**config.mk**
```make
export PLATFORM = sky130hd
export DESIGN_NAME = mmio_bus_arbiter_flat
export DESIGN_NICKNAME = d
export VERILOG_FILES = /design/src/rtl/mmio_bus_arbiter_if.sv /design/src/rtl/mmio_bus_arbiter.sv /design/src/flat_wrapper.sv
export SDC_FILE = /design/constraint.sdc
export NUM_CORES = 1
export LEC_CHECK = 0
export CAP_MARGIN = 20
export CORE_ASPECT_RATIO = 0.8
export CORE_MARGIN = 2
export CORE_UTILIZATION = 43
export DETAILED_ROUTE_END_ITERATION = 10
export MAX_ROUTING_LAYER = met4
export PLACE_DENSITY = 0.83
export SLEW_MARGIN = 20
export SYNTH_ARGS = -nofsm -noshare
export SYNTH_HDL_FRONTEND = slang
export SYNTH_SLANG_ARGS = --single-unit
```
**constraint.sdc**
```tcl
create_clock -name clk -period 5.2 [get_ports clk]
set_clock_uncertainty 0.05 [all_clocks]
set_input_delay 1.56 -clock clk [delete_from_list [all_inputs] [get_ports clk]]
set_output_delay 1.56 -clock clk [all_outputs]
set_load 0.01 [all_outputs]
```
**src/rtl/mmio_bus_arbiter_if.sv**
```systemverilog
// Signal bundle between the two MMIO requesters, the arbiter and the shared FPro MMIO bus.
// The master modport is the arbiter's view; slave is the view of the requesters plus the slot array.
interface mmio_bus_arbiter_if #(
    parameter int ADDR_W = 21,
    parameter int DATA_W = 32
);
    logic              m0_req;
    logic              m0_wr;
    logic              m0_lock;
    logic [ADDR_W-1:0] m0_addr;
    logic [DATA_W-1:0] m0_wr_data;
    logic              m0_ack;
    logic [DATA_W-1:0] m0_rd_data;

    logic              m1_req;
    logic              m1_wr;
    logic              m1_lock;
    logic [ADDR_W-1:0] m1_addr;
    logic [DATA_W-1:0] m1_wr_data;
    logic              m1_ack;
    logic [DATA_W-1:0] m1_rd_data;

    logic              mmio_cs;
    logic              mmio_wr;
    logic              mmio_rd;
    logic [ADDR_W-1:0] mmio_addr;
    logic [DATA_W-1:0] mmio_wr_data;
    logic [DATA_W-1:0] mmio_rd_data;

    logic [1:0]        grant;
    logic              busy;

    modport master (
        input  m0_req, m0_wr, m0_lock, m0_addr, m0_wr_data,
        output m0_ack, m0_rd_data,
        input  m1_req, m1_wr, m1_lock, m1_addr, m1_wr_data,
        output m1_ack, m1_rd_data,
        output mmio_cs, mmio_wr, mmio_rd, mmio_addr, mmio_wr_data,
        input  mmio_rd_data,
        output grant, busy
    );

    modport slave (
        output m0_req, m0_wr, m0_lock, m0_addr, m0_wr_data,
        input  m0_ack, m0_rd_data,
        output m1_req, m1_wr, m1_lock, m1_addr, m1_wr_data,
        input  m1_ack, m1_rd_data,
        input  mmio_cs, mmio_wr, mmio_rd, mmio_addr, mmio_wr_data,
        output mmio_rd_data,
        input  grant, busy
    );
endinterface

```
**src/rtl/mmio_bus_arbiter.sv**
```systemverilog
// Round-robin arbiter sharing one FPro MMIO bus between two req/ack masters,
// with an optional ownership lock for read-modify-write sequences.
module mmio_bus_arbiter #(
    parameter int ADDR_W       = 21,
    parameter int DATA_W       = 32,
    parameter int WAIT_CYCLES  = 0,
    parameter int LOCK_TIMEOUT = 16
) (
    input logic                clk,
    input logic                rst,
    mmio_bus_arbiter_if.master bus
);
    localparam logic [1:0] ST_IDLE   = 2'd0;
    localparam logic [1:0] ST_ACCESS = 2'd1;
    localparam logic [1:0] ST_ACK    = 2'd2;
    localparam int         LCNT_W    = (LOCK_TIMEOUT > 1) ? $clog2(LOCK_TIMEOUT) : 1;

    logic [1:0]        state_r;
    logic              last_grant_r;
    logic              lock_valid_r;
    logic              lock_owner_r;
    logic [3:0]        wait_cnt_r;
    logic [LCNT_W-1:0] lock_cnt_r;

    logic              owner_r;
    logic              wr_l_r;
    logic              lock_l_r;
    logic [ADDR_W-1:0] addr_r;
    logic [DATA_W-1:0] wr_data_r;

    logic              cs_r;
    logic              bus_wr_r;
    logic              bus_rd_r;
    logic [1:0]        grant_r;
    logic              busy_r;
    logic [1:0]        ack_r;
    logic [DATA_W-1:0] rd_data0_r;
    logic [DATA_W-1:0] rd_data1_r;

    logic [1:0]        req_s;
    logic [1:0]        cand_s;
    logic              win_s;
    logic              sel_wr_s;
    logic              sel_lock_s;
    logic [ADDR_W-1:0] sel_addr_s;
    logic [DATA_W-1:0] sel_wr_data_s;

    // Candidate set (restricted to the lock owner while a lock is held) and round-robin winner.
    always_comb begin
        req_s  = {bus.m1_req, bus.m0_req};
        cand_s = 2'b00;
        win_s  = 1'b0;
        if (lock_valid_r) begin
            if (lock_owner_r) begin
                cand_s = {req_s[1], 1'b0};
            end else begin
                cand_s = {1'b0, req_s[0]};
            end
        end else begin
            cand_s = req_s;
        end
        case (cand_s)
            2'b01:   win_s = 1'b0;
            2'b10:   win_s = 1'b1;
            2'b11:   win_s = ~last_grant_r;
            default: win_s = 1'b0;
        endcase
    end

    // Request fields of the winning master, latched on the grant edge.
    always_comb begin
        sel_wr_s      = 1'b0;
        sel_lock_s    = 1'b0;
        sel_addr_s    = '0;
        sel_wr_data_s = '0;
        if (win_s) begin
            sel_wr_s      = bus.m1_wr;
            sel_lock_s    = bus.m1_lock;
            sel_addr_s    = bus.m1_addr;
            sel_wr_data_s = bus.m1_wr_data;
        end else begin
            sel_wr_s      = bus.m0_wr;
            sel_lock_s    = bus.m0_lock;
            sel_addr_s    = bus.m0_addr;
            sel_wr_data_s = bus.m0_wr_data;
        end
    end

    // Arbitration FSM with registered bus strobes, acks and read-data returns.
    always_ff @(posedge clk) begin
        if (rst) begin
            state_r      <= ST_IDLE;
            last_grant_r <= 1'b1;
            lock_valid_r <= 1'b0;
            lock_owner_r <= 1'b0;
            wait_cnt_r   <= 4'd0;
            lock_cnt_r   <= '0;
            owner_r      <= 1'b0;
            wr_l_r       <= 1'b0;
            lock_l_r     <= 1'b0;
            addr_r       <= '0;
            wr_data_r    <= '0;
            cs_r         <= 1'b0;
            bus_wr_r     <= 1'b0;
            bus_rd_r     <= 1'b0;
            grant_r      <= 2'b00;
            busy_r       <= 1'b0;
            ack_r        <= 2'b00;
            rd_data0_r   <= '0;
            rd_data1_r   <= '0;
        end else begin
            ack_r <= 2'b00;
            case (state_r)
                ST_IDLE: begin
                    if (cand_s != 2'b00) begin
                        owner_r    <= win_s;
                        wr_l_r     <= sel_wr_s;
                        lock_l_r   <= sel_lock_s;
                        addr_r     <= sel_addr_s;
                        wr_data_r  <= sel_wr_data_s;
                        cs_r       <= 1'b1;
                        bus_wr_r   <= sel_wr_s;
                        bus_rd_r   <= ~sel_wr_s;
                        grant_r    <= win_s ? 2'b10 : 2'b01;
                        busy_r     <= 1'b1;
                        wait_cnt_r <= 4'(WAIT_CYCLES);
                        lock_cnt_r <= '0;
                        state_r    <= ST_ACCESS;
                    end else if (lock_valid_r && !req_s[lock_owner_r]) begin
                        // Idle owner: release the lock once it has been unused long enough.
                        if (lock_cnt_r == LCNT_W'(LOCK_TIMEOUT - 1)) begin
                            lock_valid_r <= 1'b0;
                            lock_cnt_r   <= '0;
                        end else begin
                            lock_cnt_r <= lock_cnt_r + LCNT_W'(1);
                        end
                    end else begin
                        lock_cnt_r <= '0;
                    end
                end
                ST_ACCESS: begin
                    if (wait_cnt_r == 4'd0) begin
                        cs_r     <= 1'b0;
                        bus_wr_r <= 1'b0;
                        bus_rd_r <= 1'b0;
                        if (!wr_l_r) begin
                            if (owner_r) begin
                                rd_data1_r <= bus.mmio_rd_data;
                            end else begin
                                rd_data0_r <= bus.mmio_rd_data;
                            end
                        end else begin
                            rd_data0_r <= rd_data0_r;
                        end
                        ack_r   <= owner_r ? 2'b10 : 2'b01;
                        state_r <= ST_ACK;
                    end else begin
                        wait_cnt_r <= wait_cnt_r - 4'd1;
                    end
                end
                ST_ACK: begin
                    grant_r      <= 2'b00;
                    busy_r       <= 1'b0;
                    last_grant_r <= owner_r;
                    lock_valid_r <= lock_l_r;
                    lock_owner_r <= owner_r;
                    state_r      <= ST_IDLE;
                end
                default: begin
                    cs_r     <= 1'b0;
                    bus_wr_r <= 1'b0;
                    bus_rd_r <= 1'b0;
                    grant_r  <= 2'b00;
                    busy_r   <= 1'b0;
                    state_r  <= ST_IDLE;
                end
            endcase
        end
    end

    assign bus.mmio_cs      = cs_r;
    assign bus.mmio_wr      = bus_wr_r;
    assign bus.mmio_rd      = bus_rd_r;
    assign bus.mmio_addr    = addr_r;
    assign bus.mmio_wr_data = wr_data_r;
    assign bus.m0_ack       = ack_r[0];
    assign bus.m1_ack       = ack_r[1];
    assign bus.m0_rd_data   = rd_data0_r;
    assign bus.m1_rd_data   = rd_data1_r;
    assign bus.grant        = grant_r;
    assign bus.busy         = busy_r;
endmodule

```
**src/flat_wrapper.sv**
```systemverilog
// flat-port wrapper written by rule: the top's interface ports become plain ports
module mmio_bus_arbiter_flat 
#(
    parameter int ADDR_W       = 21,
    parameter int DATA_W       = 32,
    parameter int WAIT_CYCLES  = 0,
    parameter int LOCK_TIMEOUT = 16
)
  (clk, rst, bus_m0_req, bus_m0_wr, bus_m0_lock, bus_m0_addr, bus_m0_wr_data, bus_m0_ack, bus_m0_rd_data, bus_m1_req, bus_m1_wr, bus_m1_lock, bus_m1_addr, bus_m1_wr_data, bus_m1_ack, bus_m1_rd_data, bus_mmio_cs, bus_mmio_wr, bus_mmio_rd, bus_mmio_addr, bus_mmio_wr_data, bus_mmio_rd_data, bus_grant, bus_busy);
  mmio_bus_arbiter_if #(.ADDR_W(ADDR_W), .DATA_W(DATA_W)) bus_i ();
  input logic clk;
  input logic rst;
  input wire logic [$bits(bus_i.m0_req)-1:0] bus_m0_req;
  input wire logic [$bits(bus_i.m0_wr)-1:0] bus_m0_wr;
  input wire logic [$bits(bus_i.m0_lock)-1:0] bus_m0_lock;
  input wire logic [$bits(bus_i.m0_addr)-1:0] bus_m0_addr;
  input wire logic [$bits(bus_i.m0_wr_data)-1:0] bus_m0_wr_data;
  output wire logic [$bits(bus_i.m0_ack)-1:0] bus_m0_ack;
  output wire logic [$bits(bus_i.m0_rd_data)-1:0] bus_m0_rd_data;
  input wire logic [$bits(bus_i.m1_req)-1:0] bus_m1_req;
  input wire logic [$bits(bus_i.m1_wr)-1:0] bus_m1_wr;
  input wire logic [$bits(bus_i.m1_lock)-1:0] bus_m1_lock;
  input wire logic [$bits(bus_i.m1_addr)-1:0] bus_m1_addr;
  input wire logic [$bits(bus_i.m1_wr_data)-1:0] bus_m1_wr_data;
  output wire logic [$bits(bus_i.m1_ack)-1:0] bus_m1_ack;
  output wire logic [$bits(bus_i.m1_rd_data)-1:0] bus_m1_rd_data;
  output wire logic [$bits(bus_i.mmio_cs)-1:0] bus_mmio_cs;
  output wire logic [$bits(bus_i.mmio_wr)-1:0] bus_mmio_wr;
  output wire logic [$bits(bus_i.mmio_rd)-1:0] bus_mmio_rd;
  output wire logic [$bits(bus_i.mmio_addr)-1:0] bus_mmio_addr;
  output wire logic [$bits(bus_i.mmio_wr_data)-1:0] bus_mmio_wr_data;
  input wire logic [$bits(bus_i.mmio_rd_data)-1:0] bus_mmio_rd_data;
  output wire logic [$bits(bus_i.grant)-1:0] bus_grant;
  output wire logic [$bits(bus_i.busy)-1:0] bus_busy;
  assign bus_i.m0_req = bus_m0_req;
  assign bus_i.m0_wr = bus_m0_wr;
  assign bus_i.m0_lock = bus_m0_lock;
  assign bus_i.m0_addr = bus_m0_addr;
  assign bus_i.m0_wr_data = bus_m0_wr_data;
  assign bus_m0_ack = bus_i.m0_ack;
  assign bus_m0_rd_data = bus_i.m0_rd_data;
  assign bus_i.m1_req = bus_m1_req;
  assign bus_i.m1_wr = bus_m1_wr;
  assign bus_i.m1_lock = bus_m1_lock;
  assign bus_i.m1_addr = bus_m1_addr;
  assign bus_i.m1_wr_data = bus_m1_wr_data;
  assign bus_m1_ack = bus_i.m1_ack;
  assign bus_m1_rd_data = bus_i.m1_rd_data;
  assign bus_mmio_cs = bus_i.mmio_cs;
  assign bus_mmio_wr = bus_i.mmio_wr;
  assign bus_mmio_rd = bus_i.mmio_rd;
  assign bus_mmio_addr = bus_i.mmio_addr;
  assign bus_mmio_wr_data = bus_i.mmio_wr_data;
  assign bus_i.mmio_rd_data = bus_mmio_rd_data;
  assign bus_grant = bus_i.grant;
  assign bus_busy = bus_i.busy;
  mmio_bus_arbiter #(.ADDR_W(ADDR_W), .DATA_W(DATA_W), .WAIT_CYCLES(WAIT_CYCLES), .LOCK_TIMEOUT(LOCK_TIMEOUT)) u_core (.clk(clk), .rst(rst), .bus(bus_i));
endmodule
```
==> results.cfg <==
[run_status]
outcome = completed

[setup_path]
cp.arrival_ps = 3650
crit_required_ps = 5480
worstSetupPathType = input pin to flip-flop
path_max_fanout = 35
start_kind = input pin
crit_start = bus_m1_req
endpoint_kind = flip-flop
r2r-start = u_core.wait_cnt_r[0]

[cells_and_area]
fillers = 908
finalNonFillerCells = 1056
regArea_sq_um = 2823
layout.nets = 1022
drive_gt1_share_pct = 5.650
area_growth_pct = 62.39
num_antenna_cells = 0
multi_input_area_sq_um = 2390

[cts]
htree_num_levels = 4
clock_latency_ps = 410
cts_resized = 0
clk_path_buf_depth = 2
cts_tree = built
post_cts_buffers = 0
path_clk_slew_ps = 60
clock_sinks = 141
cts_root_buffer = clkbuf_16
postCtsHoldBufs = 0
numCtsBuffers = 17

[routing]
viasPerCell = 5.336
firstDrtPassIters = 5
wl_per_cell_microns = 16.94
ant_nets = 0
route.vias.total = 5635
post-route-drc-count = 0
routed_wl_microns = 17890
dr.first_iter.drc_count = 331

[synthesis]
synth_warnings = 0
ys_types = 45
synthTopCellsByArea = dfxtp_1 (52%), a21oi_1 (10%), nand2_1 (9.6%)
avgSynthCellArea_sq_um = 8.701
synth.top_cells.by_count = dfxtp_1 (141), nand2_1 (140), a21oi_1 (109), nand3_1 (39), a22oi_1 (34)
synth_most_common_cell = dfxtp_1
synth-edff-count = 0
ys.flop_type = dfxtp_1
post-synth-top-area-fraction_pct = 51.74
syn_nets = 776
synth_top_cell_by_area = dfxtp_1
synthCells = 627
syn_area_sq_um = 5455
synth_seq_area_share_pct = 51.74
synth-seq-cells = 141
async_flop_share_pct = 0

[placed_design]
dp.cells = 1024
dp_hpwl_microns = 12420
pre_cts_ws_ps = 1428
io_buffers = 270
gp_congestion = 0.8164

[timing]
slew_headroom_pct = 56.13
fin_setup_tns_ps = 0
period_share_pct = 64.77
fin_crit_ps = 3368
final-hold-violation-count = 0
tightest_slew_ps = 658.0
setup_viol = 0
max_clock_freq_ghz = 0.2969
rsz0062_at_grt = false
final_max_slew_viol_count = 0
fin_ws_ps = 1832

[grt]
grt_pass1_wl_microns = 27070
grt_pass1_vias = 5472
grt_max_degree = 65
track_usage_pct = 25.67
gr-total-overflow = 0
antenna_found_initial = 0

[floorplan]
dieArea_sq_um = 13610
die_h_microns = 104.7
start_util_pct = 44.36
die_x_microns = 129.9
core_area_sq_um = 12300
pin_count = 271
fp-row-count = 36

[pwr]
vdd_drop_max_mv = 0.2634
p_per_area_nw_per_um2 = 434.3
leakage_nw = 3.317

[flow_run]
maxCapViolations = 0

[min_path]
hold_start = u_core.bus.grant[0]
hp-class = flip-flop to flip-flop
[layout by cell type, fill, tap and decap left out, types with 4 or more instances in the layout]
master / Yosys / routed
clkdlybuf4s50_1: 0 / 269
nand3_1: 39 / 39
a22oi_1: 34 / 34
clkbuf_16: 0 / 17
nand2_1: 140 / 140
a22o_1: 20 / 20
mux2i_1: 4 / 4
nor3_1: 5 / 5
o21ai_0: 5 / 5
buf_4: 1 / 8
nor2_1: 7 / 7
a21o_1: 23 / 23
clkbuf_8: 0 / 4
a21oi_1: 109 / 109
inv_1: 5 / 5
bufinv_16: 0 / 4
dfxtp_1: 141 / 141
[layout make-up]
class | instances | area share, %
well taps | 171 | 2.415
repair buffers | 279 | 31.40
clock inverters | 10 | 1.822
multi-input cells | 429 | 26.98
inverters | 5 | 0.2119
clock buffers | 21 | 5.311
flip-flops and latches | 141 | 31.86
[worst max-delay path: stages]
cell             delay [ps]
clkdlybuf4s50_1         470
mux2i_1                 450
a211o_1                 400
buf_4                   430
a22oi_1                 140
a21oi_1                 180
[registers in the layout (all words and copies together), names as in the netlist]
signal	cells
u_core.bus.m0_rd_data	32
u_core.bus.m1_rd_data	32
u_core.bus.mmio_wr_data	32
u_core.bus.mmio_addr	21
u_core.lock_cnt_r	4
u_core.wait_cnt_r	4
u_core.ack_r	2
u_core.bus.grant	2
u_core.state_r	2
u_core.bus.busy	1
u_core.bus.mmio_cs	1
u_core.bus.mmio_rd	1
u_core.bus.mmio_wr	1
u_core.last_grant_r	1
u_core.lock_l_r	1
u_core.lock_owner_r	1
u_core.lock_valid_r	1
u_core.owner_r	1
u_core.wr_l_r	1
[kinds of logic (layout without fill, tap and decap cells)]
logic type / after synthesis / count (layout) / share of synthesized area (%)
multiplexers: 5 / 5 / 0.9404
AND/OR/NAND/NOR: 220 / 220 / 18.46
AO/OA/AOI/OAI: 201 / 201 / 23.23
adder cells (fa/ha/maj): 3 / 3 / 0.6881
buffers and inverters: 57 / 315 / 4.931
flip-flops: 141 / 141 / 51.74
[power by group]
| part | internal (mW) | total, mW | switching [mW] |
|---|---|---|---|
| Sequential | 1.26 | 1.38 | 0.116 |
| Combinational | 0.583 | 1.18 | 0.592 |
| Clock | 0.840 | 1.30 | 0.457 |
[metrics by stage]
step	util [%]	area (sq um)	hold WS, ps	total power [mW]
after floorplan	-	5455	379.4	1.991
after global placement	66.66	8197	387.1	2.506
after detailed placement	66.79	8213	390.4	2.559
after CTS	71.93	8845	403.3	3.858
after global routing	72.04	8859	414.3	4.023
final	72.04	8859	399.4	3.847
[routing by layer]
metal  track usage, %  vias to the layer above  part of all wire [%]
met5                -                        -                     0
met3            8.449                       19                   9.3
met1            29.21                     2661                    40
met2            43.38                      263                    49
li1                 -                     2692                     -
met4            6.682                        0                   1.5
[worst paths after layout]
kind	slack, ps	endpoint	cells after the start
worst max-delay path	1830	u_core.bus.mmio_wr_data[6]	6
worst min-delay path	400	u_core.bus.grant[0]	1
worst max register to register	2730	u_core.bus.m0_rd_data[12]	7
worst min register to register	400	u_core.bus.grant[0]	1
Power figures use the tool's default switching activity.
